## src/rtl/requant_out_packer_if.sv

```systemverilog
// Element stream in, 32-bit output-buffer write port out; the packer uses slave, its environment uses master.
interface requant_out_packer_if #(
    parameter int BW_INDEX = 13
);
    logic                in_valid;
    logic [7:0]          in_data;
    logic                in_ready;
    logic [BW_INDEX-1:0] obuff_index;
    logic                obuff_enable;
    logic [3:0]          obuff_wbe;
    logic [31:0]         obuff_wdata;

    modport master (
        output in_valid,
        output in_data,
        input  in_ready,
        input  obuff_index,
        input  obuff_enable,
        input  obuff_wbe,
        input  obuff_wdata
    );

    modport slave (
        input  in_valid,
        input  in_data,
        output in_ready,
        output obuff_index,
        output obuff_enable,
        output obuff_wbe,
        output obuff_wdata
    );
endinterface

```

## src/rtl/requant_out_packer.sv

```systemverilog
// Packs int8 elements little-endian into 32-bit buffer words; a word write issues one cycle after its filling element.
// One element per cycle while busy; in_ready is purely the PACK state, the buffer side never stalls.
module requant_out_packer #(
    parameter int BW_INDEX = 13,
    parameter int BW_COUNT = 32
) (
    input  logic                clk,
    input  logic                rstnn,
    input  logic                start,
    input  logic [BW_INDEX-1:0] base_index,
    input  logic [BW_COUNT-1:0] total_count,
    requant_out_packer_if.slave bus,
    output logic                busy,
    output logic                done
);

    typedef enum logic [1:0] {
        S_IDLE = 2'd0,
        S_PACK = 2'd1,
        S_DONE = 2'd2
    } state_t;

    state_t state_q, state_d;

    logic [BW_INDEX-1:0] word_idx_q, word_idx_d;
    logic [BW_COUNT-1:0] total_q,    total_d;
    logic [BW_COUNT-1:0] cnt_q,      cnt_d;
    logic [31:0]         word_q,     word_d;
    logic [3:0]          mask_q,     mask_d;

    logic                obuff_enable_q, obuff_enable_d;
    logic [BW_INDEX-1:0] obuff_index_q,  obuff_index_d;
    logic [3:0]          obuff_wbe_q,    obuff_wbe_d;
    logic [31:0]         obuff_wdata_q,  obuff_wdata_d;

    logic        in_ready;
    logic        accept;
    logic        last_elem;
    logic [1:0]  lane;
    logic [31:0] word_new;
    logic [3:0]  mask_new;

    assign accept    = bus.in_valid && in_ready;
    assign lane      = cnt_q[1:0];
    assign last_elem = (cnt_q == (total_q - BW_COUNT'(1)));

    // ---------------- FSM: state register ----------------
    always_ff @(posedge clk) begin
        if (rstnn) begin
            state_q <= S_IDLE;
        end else begin
            state_q <= state_d;
        end
    end

    // ---------------- FSM: next state ----------------
    always_comb begin
        state_d = state_q;
        case (state_q)
            S_IDLE, S_DONE: begin
                if (start) begin
                    state_d = (total_count == '0) ? S_DONE : S_PACK;
                end
            end
            S_PACK: begin
                if (accept && last_elem) begin
                    state_d = S_DONE;
                end
            end
            default: state_d = S_IDLE;
        endcase
    end

    // ---------------- FSM: outputs ----------------
    always_comb begin
        in_ready = 1'b0;
        busy     = 1'b0;
        done     = 1'b0;
        case (state_q)
            S_PACK:  begin
                in_ready = 1'b1;
                busy     = 1'b1;
            end
            S_DONE:  done = 1'b1;
            default: ;
        endcase
    end

    // Merge the incoming byte into its lane of the word being assembled.
    always_comb begin
        word_new               = word_q;
        word_new[8*lane +: 8]  = bus.in_data;
        mask_new               = mask_q | (4'b0001 << lane);
    end

    // ---------------- datapath next values ----------------
    always_comb begin
        word_idx_d     = word_idx_q;
        total_d        = total_q;
        cnt_d          = cnt_q;
        word_d         = word_q;
        mask_d         = mask_q;
        obuff_enable_d = 1'b0;
        obuff_index_d  = obuff_index_q;
        obuff_wbe_d    = 4'b0000;
        obuff_wdata_d  = 32'h0000_0000;

        if ((state_q == S_IDLE || state_q == S_DONE) && start) begin
            word_idx_d = base_index;
            total_d    = total_count;
            cnt_d      = '0;
            word_d     = 32'h0000_0000;
            mask_d     = 4'b0000;
        end else if (accept) begin
            cnt_d = cnt_q + BW_COUNT'(1);
            // A word goes out when lane 3 fills or the job's last element lands.
            if (lane == 2'd3 || last_elem) begin
                obuff_enable_d = 1'b1;
                obuff_index_d  = word_idx_q;
                obuff_wbe_d    = mask_new;
                obuff_wdata_d  = word_new;
                word_d         = 32'h0000_0000;
                mask_d         = 4'b0000;
                word_idx_d     = word_idx_q + BW_INDEX'(1);
            end else begin
                word_d = word_new;
                mask_d = mask_new;
            end
        end
    end

    // ---------------- datapath registers ----------------
    always_ff @(posedge clk) begin
        if (rstnn) begin
            word_idx_q     <= '0;
            total_q        <= '0;
            cnt_q          <= '0;
            word_q         <= 32'h0000_0000;
            mask_q         <= 4'b0000;
            obuff_enable_q <= 1'b0;
            obuff_index_q  <= '0;
            obuff_wbe_q    <= 4'b0000;
            obuff_wdata_q  <= 32'h0000_0000;
        end else begin
            word_idx_q     <= word_idx_d;
            total_q        <= total_d;
            cnt_q          <= cnt_d;
            word_q         <= word_d;
            mask_q         <= mask_d;
            obuff_enable_q <= obuff_enable_d;
            obuff_index_q  <= obuff_index_d;
            obuff_wbe_q    <= obuff_wbe_d;
            obuff_wdata_q  <= obuff_wdata_d;
        end
    end

    assign bus.in_ready     = in_ready;
    assign bus.obuff_enable = obuff_enable_q;
    assign bus.obuff_index  = obuff_index_q;
    assign bus.obuff_wbe    = obuff_wbe_q;
    assign bus.obuff_wdata  = obuff_wdata_q;

endmodule

```

## src/flat_wrapper.sv

```systemverilog
// flat-port wrapper written by rule: the top's interface ports become plain ports
module requant_out_packer_flat 
#(
    parameter int BW_INDEX = 13,
    parameter int BW_COUNT = 32
)
  (clk, rstnn, start, base_index, total_count, busy, done, bus_in_valid, bus_in_data, bus_in_ready, bus_obuff_index, bus_obuff_enable, bus_obuff_wbe, bus_obuff_wdata);
  requant_out_packer_if #(.BW_INDEX(BW_INDEX)) bus_i ();
  input  logic clk;
  input  logic rstnn;
  input  logic start;
  input  logic [BW_INDEX-1:0] base_index;
  input  logic [BW_COUNT-1:0] total_count;
  output logic busy;
  output logic done;
  input wire logic [$bits(bus_i.in_valid)-1:0] bus_in_valid;
  input wire logic [$bits(bus_i.in_data)-1:0] bus_in_data;
  output wire logic [$bits(bus_i.in_ready)-1:0] bus_in_ready;
  output wire logic [$bits(bus_i.obuff_index)-1:0] bus_obuff_index;
  output wire logic [$bits(bus_i.obuff_enable)-1:0] bus_obuff_enable;
  output wire logic [$bits(bus_i.obuff_wbe)-1:0] bus_obuff_wbe;
  output wire logic [$bits(bus_i.obuff_wdata)-1:0] bus_obuff_wdata;
  assign bus_i.in_valid = bus_in_valid;
  assign bus_i.in_data = bus_in_data;
  assign bus_in_ready = bus_i.in_ready;
  assign bus_obuff_index = bus_i.obuff_index;
  assign bus_obuff_enable = bus_i.obuff_enable;
  assign bus_obuff_wbe = bus_i.obuff_wbe;
  assign bus_obuff_wdata = bus_i.obuff_wdata;
  requant_out_packer #(.BW_INDEX(BW_INDEX), .BW_COUNT(BW_COUNT)) u_core (.clk(clk), .rstnn(rstnn), .start(start), .base_index(base_index), .total_count(total_count), .bus(bus_i), .busy(busy), .done(done));
endmodule
```

## config.mk

```make
export PLATFORM = sky130hd
export DESIGN_NAME = requant_out_packer_flat
export DESIGN_NICKNAME = d
export VERILOG_FILES = /design/src/rtl/requant_out_packer_if.sv /design/src/rtl/requant_out_packer.sv /design/src/flat_wrapper.sv
export SDC_FILE = /design/constraint.sdc
export NUM_CORES = 1
export LEC_CHECK = 0
export ABC_AREA = 1
export CAP_MARGIN = 10
export CORE_MARGIN = 2
export CORE_UTILIZATION = 27
export CTS_BUF_LIST = sky130_fd_sc_hd__clkbuf_4 sky130_fd_sc_hd__clkbuf_8 sky130_fd_sc_hd__clkbuf_16
export CTS_CLUSTER_SIZE = 25
export DETAILED_ROUTE_END_ITERATION = 16
export GPL_TIMING_DRIVEN = 1
export SETUP_SLACK_MARGIN = 0.1
export SYNTH_ARGS = -nofsm -noshare
export SYNTH_HDL_FRONTEND = slang
export SYNTH_SLANG_ARGS = --single-unit
```

## constraint.sdc

```tcl
create_clock -name clk -period 3 [get_ports clk]
set_clock_uncertainty 0.2 [all_clocks]
set_input_delay 0.75 -clock clk [delete_from_list [all_inputs] [get_ports clk]]
set_output_delay 0.75 -clock clk [all_outputs]
set_load 0.02 [all_outputs]
```

# After elaboration in Yosys (flattened, before gate mapping)
# Cells that the tools add are included.
[totals] register_bits=165 in_bits=57
[classes] n_addsub=4 n_eq_ne=6 n_shift=3 mux=13 n_bitwise=4 n_reduce_logical=16
[op_table] operator="$mux 13" count=3
[op_table] operator="$neg 5->34" count=1
[op_table] operator="$shift 8x34->32 const A" count=1
[op_table] operator="$shiftx 8x34->32" count=1
[op_table] operator="$add 32x1->32 const B" count=1
[op_table] operator="$bwmux 32" count=1
[op_table] operator="$eq 32x32->1" count=1
[op_table] operator="$logic_not 32->1" count=1
[op_table] operator="$mux 32" count=1
[op_table] operator="$sub 32x1->32 const B" count=1
[op_table] operator="$add 13x1->13 const B" count=1
[op_table] operator="$mux 2" count=3
[op_table] operator="$eq 2x2->1 const B" count=2
[op_table] operator="$mux 4" count=1
[op_table] operator="$or 4x4->4" count=1
[op_table] operator="$pmux 2 s2" count=1
[op_table] operator="$reduce_and 2->1" count=2
[op_table] operator="$reduce_bool 2->1" count=2
[op_table] operator="$reduce_or 2->1" count=2
[op_table] operator="$reduce_or 4->1" count=1
[op_table] operator="$shl 1x2->4 const A" count=1
[op_table] operator="$logic_and 1x1->1" count=3
[op_table] operator="$mux 1" count=3
[op_table] operator="$not 1->1" count=3
[op_table] operator="other kinds (7)" count=8

# Depth between registers and ports, before layout
[depth] depth_word=6 depth_mapped=20

# Least setup slack after synthesis
# OpenSTA, ideal clock, no wires.
[synth_path] path_type="register to register" from="register u_core.total_q[0]" to="register u_core.word_idx_q[6]" setup_time_ps=129 arrival_time_ps=2047 required_ps=2671 path_slack_ps=624 stages_incl_launch_ff=18 path_cell_list="dfxtp_1 inv_2 ha_1 nand3_4 nor2_4 buf_6 nand3_1 xor2_1 nand2_1 nor2_1 nand2_1 nor2_1 nand3_2 nand2_4 nand2_4 buf_4 nand3_1 a21oi_1"
[synth_between] elab_chain_len=5
[synth_lines] element="start, declared" line="requant_out_packer.sv:26" source="logic [BW_COUNT-1:0] total_q, total_d;"
[synth_lines] element="start signal, assigned" line="requant_out_packer.sv:146" source="total_q <= total_d;"
[synth_lines] element="$sub 32x1->32" line="requant_out_packer.sv:45" source="assign last_elem = (cnt_q == (total_q - BW_COUNT'(1)));"
[synth_lines] element="$eq 32x32->1" line="requant_out_packer.sv:45"
[synth_lines] element="$logic_or 1x1->1" line="requant_out_packer.sv:117" source="if (lane == 2'd3 || last_elem) begin"
[synth_lines] element="$reduce_bool 2->1 (no line)"
[synth_lines] element="$reduce_and 2->1 (no line)"
[synth_lines] element="end signal, assigned" line="requant_out_packer.sv:145" source="word_idx_q <= word_idx_d;"
[synth_lines] element="end, declared" line="requant_out_packer.sv:25" source="logic [BW_INDEX-1:0] word_idx_q, word_idx_d;"
# No other way between the ends.
# A chain may end at the register's enable or synchronous reset.

# Worst setup path after layout
[layout_path] from="register u_core.total_q[1]" to="register u_core.word_q[18]"
[layout_between] elab_chain_len=4
[layout_lines] element="$sub 32x1->32" line="requant_out_packer.sv:45"
[layout_lines] element="$eq 32x32->1" line="requant_out_packer.sv:45"
[layout_lines] element="$logic_or 1x1->1" line="requant_out_packer.sv:117"
[layout_lines] element="$mux 32" line="requant_out_packer.sv:117"
[layout_lines] element="end signal, assigned" line="requant_out_packer.sv:148" source="word_q <= word_d;"
[layout_lines] element="end, declared" line="requant_out_packer.sv:28" source="logic [31:0] word_q, word_d;"
# No other way between the ends.

==> metrics.txt <==
status=finished clean; Remaining DRCs=0; GPL Wtd Cong=0.883; average size of a mapped cell=6.80 µm²; CP Max Fanout=16; Initial Util=0.274; Peak VDD IR=0.000393 V; type of destination of the critical path=register; initial antenna violation count=0; Rows=64; Setup crit start=u_core.total_q[1]$_SDFFE_PP0P_; first-pass GRT wire length=39800 µm; Reg2Reg Setup Slack=0.27 ns; CTS root buf=clkbuf_16; most used flip-flop cell after synthesis=dfxtp_1; most common cell after layout, fill and taps aside=nor2_1; Overflow after GRT=0; Hold WS=0.238 ns; CP Cell Sequence=inv_1, ha_4, nand3_4, nor2_4, nand3_1, xor2_1, nand2_1, nor2_1, nand2_1, nor2_1, nand3_2, nand2_4, inv_2, buf_12, nand3_1, a21oi_1; Clock Tree Buf Depth=2; Worst R2R End=u_core.word_q[18]$_SDFFE_PP0P_; slowest library cell on the worst path=dfxtp_1; DR vias/cell=4.66; Die Ht=180 µm; CTS tree=built; Total GRT Usage=0.149; ys async rst share=0; CP Launch Type=register; max_cap viols=0; Clk Latency, worst-skew pair=0.43 ns; synthesized flop and latch total=165; Arr. time, crit path=2.84 ns; number of buffers created by CTS=17; Die X=180 µm; Synth top area share=0.395; Util after Layout=0.351; Reg-to-Reg Start=u_core.total_q[1]$_SDFFE_PP0P_; gate count after technology mapping=1229; Syn Std Cell Area=8350 µm²; Final setup viols=0; vias in the first global route=7941; # clock sinks=165; min cycle time layout=2.73 ns; Core Box Area=30500 µm²; largest net degree at the start of global routing=57; syn nets=1296; clk slew on worst S/H paths=0.07 ns; Slew Limit Fails=0; die area=32400 µm²; I/O pin total=110; Initial DRT Pass Iterations=5; P_leak=4.11 nW; WL per Instance=13.6 µm; Ys Warns=0; HPWL Detailed=17500 µm; Distinct cells, synth=45; Final ANT Viol Nets=0; crit path kind=register to register; total negative setup slack=0 ns; layout cells sized above 1=0.0779; Peak Freq=367 MHz; Worst-Margin Slew=0.581 ns; largest cells by area after synthesis=dfxtp_1 40%, nor2_1 11%, nand2_1 10%; I/O Buffers=109; PwrDens=492 nW/µm²; total number of vias=8187; Final nets=1416; path type of the worst min-delay path=register to register; area leader, netlist=dfxtp_1; EDFF count, synth=0; Register-to-Register Path Depth=16; H-tree depth=4; post-synthesis sequential area ratio=0.395; part of the cycle the worst path needs=0.909; Area Overhead vs Synth=28.1%; Slew HR=0.613; most frequent cells in the layout=235 x nor2_1, 228 x nand2_1, 165 x dfxtp_1; # diodes=0; unrepaired setup endpoints after global routing=false; Post-Route WL=23900 µm; Post-CTS Hold Buffers=0; CP Data Required Time=3.11 ns; Worst setup endpoint=u_core.word_q[18]$_SDFFE_PP0P_; final-report hold violation count=0; largest stage delay on the critical path=0.31 ns; 1st-iter DRT viols=641
[what timing repair did]
| item | in CTS | in global routing |
|---|---|---|
| setup endpoints to repair | 17 | 87 |
| pin swaps | 1 | 3 |
| gates resized for setup | 0 | 9 |
| buffers inserted | 2 | 1 |
| gates cloned | 0 | 1 |
[critical path, delay by kind of cell (launching register included)]
kind / cells / cell delay, ns
buffers and inverters: 3 / 0.40
flip-flops: 1 / 0.31
adder cells (fa/ha/maj): 1 / 0.17
AND/OR/NAND/NOR: 10 / 1.32
XOR/XNOR: 1 / 0.15
AO/OA/AOI/OAI: 1 / 0.06
[area by class of cell]
| type | instances | area (µm²) |
|---|---|---|
| well taps | 396 | 495 |
| flip-flops and latches | 165 | 3300 |
| inverters | 145 | 549 |
| clock buffers | 18 | 439 |
| clock inverters | 13 | 140 |
| repair buffers | 144 | 1430 |
| fillers | 3268 | 19800 |
| multi-input cells | 876 | 4340 |
[logic make-up after synthesis]
family	Yosys count	synth area share
mux	1	0.00120
fa+ha+maj	10	0.0150
xor+xnor	41	0.0448
simple gates	639	0.334
buf+inv	189	0.0902
compound gates	184	0.120
flops	165	0.395
[metrics by stage]
step | std cells | area (µm²) | power, mW | worst slack (ns)
2_1_floorplan | 1229 | 8350 | 2.83 | 0.624
3_3_place_gp | 1722 | 10100 | 3.08 | 0.0121
3_5_place_dp | 1722 | 10100 | 3.09 | -0.0222
4_1_cts | 1755 | 10600 | 5.31 | 0.154
5_1_grt | 1757 | 10700 | 5.51 | 0.0920
6_report | 1757 | 10700 | 5.26 | 0.273
[power by group]
group / total, mW / switching (mW) / internal (mW)
Clock: 2.19 / 1.01 / 1.19
Combinational: 0.752 / 0.463 / 0.288
Sequential: 2.31 / 0.0701 / 2.24
Total: 5.26 / 1.54 / 3.72
[sequential cells by signal, indices dropped and copies added, names as in the netlist, 4 cells and up]
register                cells
u_core.bus.obuff_index     13
u_core.bus.obuff_wbe        4
u_core.bus.obuff_wdata     32
u_core.cnt_q               32
u_core.mask_q               4
u_core.total_q             32
u_core.word_idx_q          13
u_core.word_q              32
[layer usage]
metal	vias to the layer above	wire length (µm)	GRT usage
li1	4199	-	-
met1	3761	11600	0.207
met2	210	10700	0.237
met3	17	1490	0.0320
met4	0	195	0.0315
met5	-	0	0
[synthesized netlist by cell type, types with 3 or more instances]
library cell and instances:
a21oi_1 76, a22oi_1 16, buf_2 7, buf_6 3, clkbuf_1 31, clkinv_1 4
dfxtp_1 165, ha_1 10, inv_1 133, inv_2 7, nand2_1 228, nand2_2 5
nand3_1 91, nand3b_1 6, nand4_1 17, nor2_1 240, nor2_2 7, nor2_4 4
nor3_1 10, nor4_1 18, o21ai_0 58, o21ai_1 10, o22ai_1 16, xnor2_1 13
xor2_1 27
[how the worst min path moves through the flow]
| stage | slack (ns) | to | depth (start not counted) | start |
|---|---|---|---|---|
| after detailed placement | 0.23 | u_core.mask_q[3]$_SDFFE_PP0P_ | 2 | u_core.mask_q[3]$_SDFFE_PP0P_ |
| after floorplan | 0.22 | u_core.mask_q[3]$_SDFFE_PP0P_ | 2 | u_core.mask_q[3]$_SDFFE_PP0P_ |
| final | 0.24 | u_core.mask_q[3]$_SDFFE_PP0P_ | 2 | u_core.mask_q[3]$_SDFFE_PP0P_ |
| after CTS | 0.24 | u_core.mask_q[3]$_SDFFE_PP0P_ | 2 | u_core.mask_q[3]$_SDFFE_PP0P_ |
| after global placement | 0.22 | u_core.mask_q[3]$_SDFFE_PP0P_ | 2 | u_core.mask_q[3]$_SDFFE_PP0P_ |
| after global routing | 0.26 | u_core.mask_q[3]$_SDFFE_PP0P_ | 2 | u_core.mask_q[3]$_SDFFE_PP0P_ |
No activity file was read; power rests on OpenSTA's default activity.
